<file path="config.mk">
export PLATFORM = sky130hd
export DESIGN_NAME = mem_access_ctrl
export DESIGN_NICKNAME = d
export VERILOG_FILES = /design/src/rtl/mem_access_ctrl_pkg.sv /design/src/rtl/load_align_ext.sv /design/src/rtl/mem_access_ctrl.sv
export SDC_FILE = /design/constraint.sdc
export NUM_CORES = 1
export LEC_CHECK = 0
export BUFFER_PORTS_ARGS = -buffer_cell sky130_fd_sc_hd__buf_2
export CAP_MARGIN = 20
export CORE_UTILIZATION = 50
export DETAILED_ROUTE_END_ITERATION = 16
export PLACE_DENSITY = 0.75
export SLEW_MARGIN = 20
export SYNTH_ARGS = -nofsm -noshare
export SYNTH_HDL_FRONTEND = slang
export SYNTH_HIERARCHICAL = 1
export SYNTH_SLANG_ARGS = --single-unit
</file>
<file path="constraint.sdc">
create_clock -name iClk -period 2.4 [get_ports iClk]
set_input_delay 0.48 -clock iClk [delete_from_list [all_inputs] [get_ports iClk]]
set_output_delay 0.48 -clock iClk [all_outputs]
set_load 0.02 [all_outputs]
</file>
<file path="src/rtl/mem_access_ctrl_pkg.sv">
// Shared types and helpers for the memory-stage sequencer.
package mem_access_ctrl_pkg;

  localparam int cDataWidth = 32;

  // Access size/sign encoding, shared by loads and stores.
  localparam logic [2:0] cLb  = 3'b000;
  localparam logic [2:0] cLh  = 3'b001;
  localparam logic [2:0] cLw  = 3'b010;
  localparam logic [2:0] cLbu = 3'b100;
  localparam logic [2:0] cLhu = 3'b101;

  typedef enum logic [1:0] {
    eIdle   = 2'd0,
    eReq    = 2'd1,
    eWaitRd = 2'd2
  } tMemState;

  typedef struct packed {
    logic                  dv;
    logic [4:0]            addr;
    logic [cDataWidth-1:0] data;
  } tRegOp;

  typedef struct packed {
    logic                  read;
    logic                  write;
    logic [2:0]            opType;
    logic [cDataWidth-1:0] addr;
    logic [cDataWidth-1:0] data;
  } tMemOp;

  typedef struct packed {
    tMemOp memOp;
    tRegOp regOp;
  } tAluOut;

  typedef struct packed {
    logic                  req;
    logic                  we;
    logic [cDataWidth-1:0] addr;
    logic [3:0]            be;
    logic [cDataWidth-1:0] wdata;
  } tMemReq;

  // Legal opcode whose natural alignment is met by the low address bits.
  function automatic logic op_aligned(input logic [2:0] op, input logic [1:0] lane);
    case (op)
      cLb, cLbu: op_aligned = 1'b1;
      cLh, cLhu: op_aligned = ~lane[0];
      cLw:       op_aligned = (lane == 2'b00);
      default:   op_aligned = 1'b0;
    endcase
  endfunction

  // Byte enables for the addressed lane(s).
  function automatic logic [3:0] lane_be(input logic [2:0] op, input logic [1:0] lane);
    case (op[1:0])
      2'b00:   lane_be = 4'b0001 << lane;
      2'b01:   lane_be = 4'b0011 << lane;
      default: lane_be = 4'b1111;
    endcase
  endfunction

  // Store data replicated so the addressed lane always carries the value.
  function automatic logic [cDataWidth-1:0] lane_wdata(input logic [2:0] op,
                                                       input logic [cDataWidth-1:0] d);
    case (op[1:0])
      2'b00:   lane_wdata = {4{d[7:0]}};
      2'b01:   lane_wdata = {2{d[15:0]}};
      default: lane_wdata = d;
    endcase
  endfunction

endpackage

</file>
<file path="src/rtl/load_align_ext.sv">
// Selects the addressed byte/halfword of a load word and sign/zero-extends it.
module load_align_ext
  import mem_access_ctrl_pkg::*;
(
  input  logic [cDataWidth-1:0] iMemRData,
  input  logic [1:0]            iAddr,
  input  logic [2:0]            iOpType,
  output logic [cDataWidth-1:0] oData
);

  logic [7:0]  byte_sel;
  logic [15:0] half_sel;

  // Lane select followed by extension according to the opcode.
  always_comb begin
    case (iAddr)
      2'd0:    byte_sel = iMemRData[7:0];
      2'd1:    byte_sel = iMemRData[15:8];
      2'd2:    byte_sel = iMemRData[23:16];
      default: byte_sel = iMemRData[31:24];
    endcase
    half_sel = iAddr[1] ? iMemRData[31:16] : iMemRData[15:0];
    case (iOpType)
      cLb:     oData = {{24{byte_sel[7]}}, byte_sel};
      cLbu:    oData = {24'h0, byte_sel};
      cLh:     oData = {{16{half_sel[15]}}, half_sel};
      cLhu:    oData = {16'h0, half_sel};
      default: oData = iMemRData;
    endcase
  end

endmodule

</file>
<file path="src/rtl/mem_access_ctrl.sv">
// Memory-stage sequencer: runs the data-memory req/gnt/rvalid handshake for
// loads and stores and merges load results with ALU writebacks.
//
// state    | meaning
// ---------+-----------------------------------------------------------
// IDLE     | accepting ops; ALU-only ops written back, errors flagged
// REQ      | oMemReq held with stable address/data until iMemGnt
// WAIT_RD  | load granted, waiting for iMemRValid
module mem_access_ctrl
  import mem_access_ctrl_pkg::*;
#(
  parameter int cTimeoutW = 8
) (
  input  logic                  iClk,
  input  logic                  iRst,
  input  logic                  iAluValid,
  input  tAluOut                iAluOut,
  output logic                  oStall,
  output logic                  oMemReq,
  output logic                  oMemWe,
  output logic [cDataWidth-1:0] oMemAddr,
  output logic [cDataWidth-1:0] oMemWData,
  output logic [3:0]            oMemBe,
  input  logic                  iMemGnt,
  input  logic                  iMemRValid,
  input  logic [cDataWidth-1:0] iMemRData,
  output tRegOp                 oRegOp,
  output logic                  oErr,
  output logic [cDataWidth-1:0] oErrAddr
);

  localparam logic [1:0] ST_IDLE    = eIdle;
  localparam logic [1:0] ST_REQ     = eReq;
  localparam logic [1:0] ST_WAIT_RD = eWaitRd;

  logic [1:0]            state_q, state_d;
  tMemReq                mreq_q, mreq_d;
  logic [cDataWidth-1:0] addr_q, addr_d;
  logic [2:0]            op_q, op_d;
  logic [4:0]            rd_q, rd_d;
  logic [cTimeoutW-1:0]  wd_q, wd_d;
  tRegOp                 reg_op_q, reg_op_d;
  logic                  err_q, err_d;
  logic [cDataWidth-1:0] err_addr_q, err_addr_d;

  logic [cDataWidth-1:0] load_data;
  logic [cTimeoutW-1:0]  wd_nxt;
  logic                  wd_expired;
  tMemOp                 mem_op;

  load_align_ext u_load_align_ext (
    .iMemRData (iMemRData),
    .iAddr     (addr_q[1:0]),
    .iOpType   (op_q),
    .oData     (load_data)
  );

  assign mem_op     = iAluOut.memOp;
  assign wd_nxt     = wd_q + 1'b1;
  assign wd_expired = (wd_nxt == {cTimeoutW{1'b1}});

  // Next-state, handshake and writeback decisions.
  always_comb begin
    state_d     = state_q;
    mreq_d      = mreq_q;
    addr_d      = addr_q;
    op_d        = op_q;
    rd_d        = rd_q;
    wd_d        = wd_q;
    reg_op_d    = reg_op_q;
    reg_op_d.dv = 1'b0;
    err_d       = 1'b0;
    err_addr_d  = err_addr_q;

    case (state_q)
      ST_IDLE: begin
        if (iAluValid) begin
          if (!mem_op.read && !mem_op.write) begin
            // Address/data only move on a real writeback so they hold otherwise.
            if (iAluOut.regOp.dv) reg_op_d = iAluOut.regOp;
          end else if ((mem_op.read && mem_op.write) ||
                       !op_aligned(mem_op.opType, mem_op.addr[1:0])) begin
            err_d      = 1'b1;
            err_addr_d = mem_op.addr;
          end else begin
            mreq_d.req   = 1'b1;
            mreq_d.we    = mem_op.write;
            mreq_d.addr  = {mem_op.addr[cDataWidth-1:2], 2'b00};
            mreq_d.be    = lane_be(mem_op.opType, mem_op.addr[1:0]);
            mreq_d.wdata = mem_op.write ? lane_wdata(mem_op.opType, mem_op.data) : '0;
            addr_d       = mem_op.addr;
            op_d         = mem_op.opType;
            rd_d         = iAluOut.regOp.addr;
            wd_d         = '0;
            state_d      = ST_REQ;
          end
        end
      end

      ST_REQ: begin
        wd_d = wd_nxt;
        if (iMemGnt) begin
          mreq_d.req = 1'b0;
          if (mreq_q.we) begin
            state_d = ST_IDLE;
          end else if (iMemRValid) begin
            // Zero-wait memory: data arrives with the grant.
            if (rd_q != 5'd0) begin
              reg_op_d.dv   = 1'b1;
              reg_op_d.addr = rd_q;
              reg_op_d.data = load_data;
            end
            state_d = ST_IDLE;
          end else begin
            state_d = ST_WAIT_RD;
          end
        end else if (wd_expired) begin
          mreq_d.req = 1'b0;
          err_d      = 1'b1;
          err_addr_d = addr_q;
          state_d    = ST_IDLE;
        end
      end

      ST_WAIT_RD: begin
        wd_d = wd_nxt;
        if (iMemRValid) begin
          if (rd_q != 5'd0) begin
            reg_op_d.dv   = 1'b1;
            reg_op_d.addr = rd_q;
            reg_op_d.data = load_data;
          end
          state_d = ST_IDLE;
        end else if (wd_expired) begin
          err_d      = 1'b1;
          err_addr_d = addr_q;
          state_d    = ST_IDLE;
        end
      end

      default: state_d = ST_IDLE;
    endcase
  end

  // State and output registers with synchronous reset.
  always_ff @(posedge iClk) begin
    if (iRst) begin
      state_q    <= ST_IDLE;
      mreq_q     <= '0;
      addr_q     <= '0;
      op_q       <= '0;
      rd_q       <= '0;
      wd_q       <= '0;
      reg_op_q   <= '0;
      err_q      <= 1'b0;
      err_addr_q <= '0;
    end else begin
      state_q    <= state_d;
      mreq_q     <= mreq_d;
      addr_q     <= addr_d;
      op_q       <= op_d;
      rd_q       <= rd_d;
      wd_q       <= wd_d;
      reg_op_q   <= reg_op_d;
      err_q      <= err_d;
      err_addr_q <= err_addr_d;
    end
  end

  assign oStall    = (state_q != ST_IDLE);
  assign oMemReq   = mreq_q.req;
  assign oMemWe    = mreq_q.we;
  assign oMemAddr  = mreq_q.addr;
  assign oMemBe    = mreq_q.be;
  assign oMemWData = mreq_q.wdata;
  assign oRegOp    = reg_op_q;
  assign oErr      = err_q;
  assign oErrAddr  = err_addr_q;

endmodule

</file>
Word-level counts from Yosys, hierarchy flattened
Cells that the tools add are included.
- multiplexer cells: 51
- eq/ne operators: 24
- add/subtract/negate cells: 1
- bitwise operators: 3
- shift operators: 2
- multipliers: 0
- reduce and logical (&&, ||, !) cells: 26
- order comparisons: 0
- divide/modulo/power cells: 0
- operator list (kind ; count):
    $mux 38 ; 7
    $mux 32 ; 7
    $mux 70 ; 3
    $pmux 32 s4 ; 1
    $pmux 38 s3 ; 1
    $pmux 32 s3 ; 1
    $pmux 32 s2 ; 1
    $mux 8 ; 3
    $pmux 8 s3 ; 1
    $ne 2x2->1 const B ; 10
    $mux 16 ; 1
    $mux 2 ; 8
    $pmux 8 s2 ; 1
    $eq 3x3->1 const B ; 4
    $reduce_and 6->1 ; 2
    $mux 1 ; 11
    $add 8x1->8 const B ; 1
    $eq 8x8->1 const B ; 1
    $logic_not 2->1 ; 4
    $pmux 4 s2 ; 1
    $reduce_and 4->1 ; 2
    $eq 2x1->1 const B ; 3
    $eq 3x1->1 const B ; 2
    $logic_not 3->1 ; 2
    18 further kinds ; 29
- input bits: 144
- register bits after elaboration: 189
- ROM bits: 0
- memories kept: 0
- bits in writable memories: 0
- bits in latches: 0

Depth between registers and ports, before layout
Gate-level depths: netlist of the first run.
- depth in word-level cells: 12
- mapped depth: 10

Cells and area by module
The synthesis of the first run kept the hierarchy.
- modules (own cells, without submodules) (module ; instances ; seq. area each (µm²) ; cells each ; area each (µm²)):
    mem_access_ctrl ; 1 ; 3183.1 ; 977 ; 7658.6
    load_align_ext ; 1 ; 0.0 ; 133 ; 969.7

Least setup slack after synthesis of the first run
OpenSTA, ideal clock, no wires.
- path type: reg-to-reg
- start: reg state_q[0]
- end: reg reg_op_q (netlist bit oRegOp[31])
- library setup time: 69 ps
- buffers on the path: 2
- setup slack: 495 ps
- cell stages (with the launch flop): 11
- data arrival time: 1836 ps
- path through: dfxtp_1 inv_1 ha_1 inv_1 nor2_1 o22ai_2 nor2b_1 buf_2 clkbuf_1 nand2_1 o21ai_1
- word-level cells in the longest chain between the ends: 3
- ends and longest elaborated chain (element ; line ; RTL):
    start: declaration ; mem_access_ctrl.sv:36 ; logic [1:0] state_q, state_d;
    start signal: assignment ; mem_access_ctrl.sv:158 ; state_q <= state_d;
    $eq 2x1->1, or another cell as far along ; mem_access_ctrl.sv:75 ; case (state_q)
    $ne 2x2->1 (no line) or $reduce_bool 3->1 (tied branches) ; - ;
    $reduce_and 6->1 (no line) ; - ;
    end signal: assignment ; mem_access_ctrl.sv:164 ; reg_op_q <= reg_op_d;
    end: declaration ; mem_access_ctrl.sv:42 ; tRegOp reg_op_q, reg_op_d;
Several ways; a longest one is shown, not always the timed one.
A chain may end at the register's enable or synchronous reset.

Final worst setup path of the first run
- start: reg state_q[0]
- end: reg reg_op_q (netlist bit oRegOp[5])
Same word-level chain as after synthesis.

==> results of run 1 <==
-- worst min-delay path by stage --
stage | slack, ps | cells after the start | from | to
floorplan | 450 | 2 | rd_q[3] | rd_q[3]
global placement | 440 | 2 | oMemBe[2] | oMemBe[2]
detailed placement | 440 | 2 | oMemWData[12] | oMemWData[12]
CTS | 280 | 3 | iAluOut[86] | addr_q[16]
global route | 300 | 3 | iAluOut[83] | addr_q[13]
finish | 300 | 3 | iAluOut[86] | addr_q[16]
-- power by group --
part / internal [W] / switching (W) / total, W
logic: 0.000443 / 0.000714 / 0.00116
clock network: 0.00179 / 0.00117 / 0.00296
registers: 0.00274 / 0.0000595 / 0.00280
total: 0.00498 / 0.00194 / 0.00692
-- cells by family after synthesis --
logic type | count (synthesis) | share of synthesized area
other | 1 | 0.0004346
AO/OA/AOI/OAI | 352 | 0.2428
multiplexers | 68 | 0.09556
flip-flops | 159 | 0.3689
adder cells (fa/ha/maj) | 6 | 0.008700
XOR/XNOR | 2 | 0.002031
AND/OR/NAND/NOR | 379 | 0.1878
buffers and inverters | 143 | 0.09382
-- per-stage QoR --
stage          power, W  setup WS (ps)  hold slack, ps  utilization
5_1_grt        0.007192          30.45           295.1       0.6324
3_5_place_dp   0.004011          229.9           443.4       0.5939
3_3_place_gp   0.003996          289.3           435.1       0.5939
2_1_floorplan  0.003616          495.1           448.9            -
6_report       0.006921          185.5           298.7       0.6324
4_1_cts        0.006967          199.8           283.8       0.6324
-- cell type report --
class	instances	area, um2	area share
Clock buffer	18	439.2	0.04158
Clock inverter	14	202.7	0.01919
Inverter	17	63.81	0.006042
Multi-Input combinational cell	809	4668	0.4420
Sequential cell	159	3183	0.3014
Tap cell	220	275.3	0.02606
Timing Repair Buffer	316	1729	0.1637
-- cells in the final DEF, fill, tap and decap left out, drive strengths merged, types with 3 or more instances in the layout --
master,netlist,layout
inv,16,21
clkinvlp,0,3
a22oi,5,5
nand2b,4,4
a2bb2oi,3,3
mux2i,43,43
nor2b,14,14
mux2,18,18
and3,10,10
nor3,6,6
clkinv,1,3
clkbuf,49,18
mux4,7,7
bufinv,0,4
nand3,30,30
buf,77,316
o21ai,60,60
nor2,56,56
o221ai,7,7
a21oi,208,208
nand2,243,243
o22ai,18,18
a311oi,40,40
ha,6,6
dfxtp,159,159
or3,6,6
-- worst register-to-register path: stages (launching register included) --
cell,delay [ps]
sky130_fd_sc_hd__dfxtp_1,420
sky130_fd_sc_hd__inv_1,90
sky130_fd_sc_hd__ha_2,330
sky130_fd_sc_hd__inv_1,110
sky130_fd_sc_hd__nor2_1,240
sky130_fd_sc_hd__o22ai_2,150
sky130_fd_sc_hd__or3_1,320
sky130_fd_sc_hd__buf_4,260
sky130_fd_sc_hd__o21ai_0,220
-- state kept, by name, indices dropped and copies added, names as in the netlist --
signal	count
addr_q	32
oErr	1
oErrAddr	32
oMemBe	4
oMemReq	1
oMemWData	32
oMemWe	1
oRegOp	38
op_q	3
rd_q	5
state_q	2
wd_q	8
-- per-layer routing --
layer,part of all wire,wire length (um),vias up,GRT usage
met3,0.084,2169,43,0.06279
met4,0.023,584,0,0.1016
li1,-,-,4287,-
met5,0,0,-,0
met2,0.48,12290,395,0.4696
met1,0.41,10650,4081,0.3683
==> impl_metrics.env, run 1 <==
export IMPL_insertion_delay_ps=420
export IMPL_hold_buffers=0
export IMPL_critPathBufInv=3
export IMPL_numPlacedInstances=1521
export IMPL_antenna_violations_before_repair=0
export IMPL_path_max_fanout=36
export IMPL_cell_depth_of_the_worst_flop_to_flop_path=8
export IMPL_synth_most_common_cell="sky130_fd_sc_hd__nand2_1"
export IMPL_final_cell_area_um2=10560
export IMPL_worstSetupEndpoint="oRegOp[5]"
export IMPL_synth_cell_types=60
export IMPL_dr_total_vias=8806
export IMPL_final_cells=1553
export IMPL_vdd_drop_max_mv=0.4744
export IMPL_vias_per_cell=5.670
export IMPL_asyncSetResetFlopFracSynth=0
export IMPL_critical_path_reg2reg_endpoint="oRegOp[5]"
export IMPL_slowest_stage="sky130_fd_sc_hd__dfxtp_1"
export IMPL_rr_startpoint="state_q[0]"
export IMPL_first_pass_iters=5
export IMPL_powerDensity_nw_per_um2=655.3
export IMPL_route_detailed_drc=0
export IMPL_layout_area_overhead_vs_synth_pct=22.40
export IMPL_cts_buffers_inserted=17
export IMPL_maxSlewHeadroom=0.5665
export IMPL_post_route_cells_drive_above_1_share=0.2933
export IMPL_unrepaired_setup_endpoints_after_global_routing="false"
export IMPL_diodes=0
export IMPL_nets=1470
export IMPL_achievable_frequency_ghz=0.4516
export IMPL_groute_usage_overall=0.2858
export IMPL_cp_common_cell="sky130_fd_sc_hd__inv_1"
export IMPL_worst_stage_delay_on_the_critical_path_ps=420
export IMPL_synth_top_cell_by_area="sky130_fd_sc_hd__dfxtp_1"
export IMPL_number_of_global_route_vias_before_repair=8050
export IMPL_wire_length_of_the_first_global_routing_pass_mm=41.00
export IMPL_clock_root_buffer="sky130_fd_sc_hd__clkbuf_16"
export IMPL_num_io_pins=286
export IMPL_cp_required_ps=2750
export IMPL_setup_viol=0
export IMPL_seq_area_frac_synth=0.3689
export IMPL_drt_first_iter_violations=757
export IMPL_postSynthRegisterBits=159
export IMPL_start_util=0.5166
export IMPL_cts_repair_resized=0
export IMPL_tritoncts_num_sinks=159
export IMPL_number_of_nets_with_antenna_violations_after_routing=0
export IMPL_synth_top_cell_area_share=0.3689
export IMPL_fin_worst_skew_ps=8.578
export IMPL_cts_max_path_buffers=2
export IMPL_rrSetupSlack_ps=190
export IMPL_maximum_number_of_pins_on_one_net_before_global_route_repair=65
export IMPL_critPathArrivalTime_ps=2560
export IMPL_cts_tree="done"
export IMPL_grt_overflow_total=0
export IMPL_critical_path_endpoint_type="flip-flop"
export IMPL_pin_slew_with_the_least_headroom_to_its_limit_ps=647.8
export IMPL_yosys_top_cells_area="sky130_fd_sc_hd__dfxtp_1 37%, sky130_fd_sc_hd__a21oi_1 12%, sky130_fd_sc_hd__nand2_1 11%, sky130_fd_sc_hd__mux2i_1 5.0%, sky130_fd_sc_hd__a311oi_1 4.1%"
export IMPL_synth_enable_flop_cells=0
export IMPL_clkSlewWorstSetupHoldPaths_ps=70
export IMPL_setup_tns_final_ps=0
export IMPL_die_height_um=133.4
export IMPL_postSynth_topFlopCell="sky130_fd_sc_hd__dfxtp_1"
export IMPL_final_period_minus_worst_setup_slack_ps=2214
export IMPL_path_depth=8
export IMPL_final_min_period_over_clock_period=0.9227
export IMPL_hpwl_mm=18.11
export IMPL_path_delay_family="simple AND/OR/NAND/NOR gates"
export IMPL_std_cell_rows=47
export IMPL_max_cap_violations=0
export IMPL_count_of_warnings_emitted_by_yosys=6
export IMPL_finalHoldViolCount=0
export IMPL_hp_class="in2reg"
export IMPL_io_buffers=283
export IMPL_synth_top_cells_by_count="243 x sky130_fd_sc_hd__nand2_1, 207 x sky130_fd_sc_hd__a21oi_1, 159 x sky130_fd_sc_hd__dfxtp_1, 55 x sky130_fd_sc_hd__nor2_1, 44 x sky130_fd_sc_hd__clkbuf_1"
export IMPL_detail_route_wl_per_cell_um=16.54
export IMPL_cts_setup_buffers=0
export IMPL_die_area_um2=17790
export IMPL_core_region_area_um2=16700
export IMPL_n_fill_cell=1515
export IMPL_static_leakage_nw=4.304
export IMPL_setup_worst_path_class="reg2reg"
export IMPL_post_synth_instance_area_um2=8628
export IMPL_placement_cell_area_um2=9920
export IMPL_die_width_um=133.4
export IMPL_post_synthesis_instance_total=1110
export IMPL_postSynthAreaPerCell_um2=7.773
export IMPL_routability_congestion=0.9483
export IMPL_cts_htree_levels=4
export IMPL_drt_wl_total_mm=25.69
export IMPL_maxSlewViolCount=0
export IMPL_status="complete, no violations"
export IMPL_critical_path_startpoint="state_q[0]"
export IMPL_worstSetupStartpointType="flip-flop"
export IMPL_cp_cell_sequence="inv_1 > ha_2 > inv_1 > nor2_1 > o22ai_2 > or3_1 > buf_4 > o21ai_0"
(Power assumes the default switching activity.)
==> run 2, diff against run 1 <==
--- a/config.mk
+++ b/config.mk
@@ -6,10 +6,10 @@
 export NUM_CORES = 1
 export LEC_CHECK = 0
 export BUFFER_PORTS_ARGS = -buffer_cell sky130_fd_sc_hd__buf_2
-export CAP_MARGIN = 20
-export CORE_UTILIZATION = 50
+export CORE_ASPECT_RATIO = 2
+export CORE_UTILIZATION = 51
 export DETAILED_ROUTE_END_ITERATION = 16
-export PLACE_DENSITY = 0.75
+export PLACE_DENSITY = 0.77
 export SLEW_MARGIN = 20
 export SYNTH_ARGS = -nofsm -noshare
 export SYNTH_HDL_FRONTEND = slang
==> impl_metrics.env, run 2 (synthesis gave the netlist of run 1 again) <==
export IMPL_status="complete, no violations"
export IMPL_cts_repair_resized=0
export IMPL_cts_buffers_inserted=17
export IMPL_setup_viol=0
export IMPL_worstSetupStartpointType="flip-flop"
export IMPL_maximum_number_of_pins_on_one_net_before_global_route_repair=73
export IMPL_io_buffers=283
export IMPL_cp_required_ps=2750
export IMPL_std_cell_rows=66
export IMPL_path_max_fanout=37
export IMPL_static_leakage_nw=4.273
export IMPL_vias_per_cell=5.717
export IMPL_worst_hold_slack_ps=298.1
export IMPL_cts_tree="done"
export IMPL_number_of_nets_with_antenna_violations_after_routing=0
export IMPL_critPathArrivalTime_ps=2570
export IMPL_hpwl_mm=19.09
export IMPL_cts_htree_levels=4
export IMPL_min_path_cells=3
export IMPL_whs_endpoint="addr_q[30]"
export IMPL_number_of_global_route_vias_before_repair=8412
export IMPL_layout_area_overhead_vs_synth_pct=21.43
export IMPL_nets=1469
export IMPL_final_period_minus_worst_setup_slack_ps=2222
export IMPL_hold_start="iAluOut[100]"
export IMPL_die_height_um=185.9
export IMPL_first_pass_iters=6
export IMPL_drt_wl_total_mm=26.50
export IMPL_antenna_violations_before_repair=0
export IMPL_clock_root_buffer="sky130_fd_sc_hd__clkbuf_16"
export IMPL_route_detailed_drc=0
export IMPL_pin_slew_with_the_least_headroom_to_its_limit_ps=628.7
export IMPL_cts_setup_buffers=0
export IMPL_hp_class="in2reg"
export IMPL_setup_worst_path_class="reg2reg"
export IMPL_core_region_area_um2=16430
export IMPL_clkSlewWorstSetupHoldPaths_ps=70
export IMPL_diodes=0
export IMPL_tritoncts_num_sinks=159
export IMPL_rr_startpoint="state_q[0]"
export IMPL_start_util=0.5250
export IMPL_maxSlewHeadroom=0.5809
export IMPL_unrepaired_setup_endpoints_after_global_routing="false"
export IMPL_largest_register_ffs=38
export IMPL_dr_total_vias=8782
export IMPL_setup_tns_final_ps=0
export IMPL_insertion_delay_ps=430
export IMPL_grt_overflow_total=0
export IMPL_die_width_um=93.98
export IMPL_die_area_um2=17470
export IMPL_cell_depth_of_the_worst_flop_to_flop_path=6
export IMPL_vdd_drop_max_mv=0.6280
export IMPL_detail_route_wl_per_cell_um=17.25
export IMPL_max_cap_violations=0
export IMPL_wire_length_of_the_first_global_routing_pass_mm=40.93
export IMPL_most_common_layout_cells="282 x sky130_fd_sc_hd__buf_2, 243 x sky130_fd_sc_hd__nand2_1, 206 x sky130_fd_sc_hd__a21oi_1"
export IMPL_maxSlewViolCount=0
export IMPL_fin_worst_skew_ps=7.165
export IMPL_critical_path_reg2reg_endpoint="wd_q[3]"
export IMPL_routability_congestion=0.9490
export IMPL_drt_first_iter_violations=353
export IMPL_groute_usage_overall=0.3011
export IMPL_hold_buffers=0
export IMPL_powerDensity_nw_per_um2=637.7
export IMPL_final_min_period_over_clock_period=0.9259
export IMPL_rrSetupSlack_ps=180
export IMPL_layout_commonest_cell="sky130_fd_sc_hd__buf_2"
export IMPL_cts_max_path_buffers=2
export IMPL_critical_path_endpoint_type="flip-flop"
export IMPL_post_route_cells_drive_above_1_share=0.2920
export IMPL_finalHoldViolCount=0
export IMPL_achievable_frequency_ghz=0.4500
export IMPL_num_io_pins=286
run 2: cell count changes in the layout (fill, tap and decap cells not counted), sizes merged:
cell | previous run | this run
buf | 316 | 315
bufinv | 4 | 2
clkbuf | 18 | 20
clkinv | 3 | 6
clkinvlp | 3 | 2
inv | 21 | 19
run 2: area by class of cell:
class | instances | area [um2]
well taps | 204 | 255.2
clock inverters | 12 | 133.9
flip-flops and latches | 159 | 3183
inverters | 17 | 63.81
repair buffers | 315 | 1722
multi-input cells | 809 | 4663
clock buffers | 20 | 456.7
fillers | 1555 | 5956
run 2: where the power goes:
part	internal, W	switching, W
registers	0.00274	0.0000633
clock network	0.00159	0.00112
logic	0.000445	0.000712
total	0.00478	0.00190
run 2: how the worst max path moves through the flow:
stage	startpoint	end	slack, ps	cells after the start
floorplan	state_q[0]	oRegOp[31]	500	10
global placement	state_q[0]	wd_q[3]	240	6
detailed placement	state_q[0]	wd_q[6]	210	6
CTS	state_q[0]	wd_q[3]	190	6
global route	state_q[0]	wd_q[3]	30	6
finish	state_q[0]	wd_q[3]	180	6
run 2: metal layers:
layer	vias to the layer above	share of wire	track usage
li1	4280	-	-
met1	4088	0.36	0.3035
met2	341	0.52	0.5466
met3	73	0.066	0.06822
met4	0	0.054	0.1889
met5	-	0	0
run 2: worst max-delay path, cell delays in order (launching register included):
cell,delay (ps)
sky130_fd_sc_hd__dfxtp_1,400
sky130_fd_sc_hd__inv_1,100
sky130_fd_sc_hd__ha_2,330
sky130_fd_sc_hd__buf_4,500
sky130_fd_sc_hd__nand2_1,270
sky130_fd_sc_hd__or3_1,410
sky130_fd_sc_hd__a21oi_1,130
run 2: stage by stage:
stage          std cells  instance area, um2  setup WS (ps)  utilization  power [W]
6_report            1536               10480          177.9       0.6376   0.006681
5_1_grt             1536               10480          29.64       0.6376   0.006932
4_1_cts             1536               10480          188.3       0.6376   0.006719
3_5_place_dp        1504                9887          205.9       0.6016   0.004016
3_3_place_gp        1504                9887          239.4       0.6016   0.004000
2_1_floorplan       1111                8632          495.1            -   0.003616
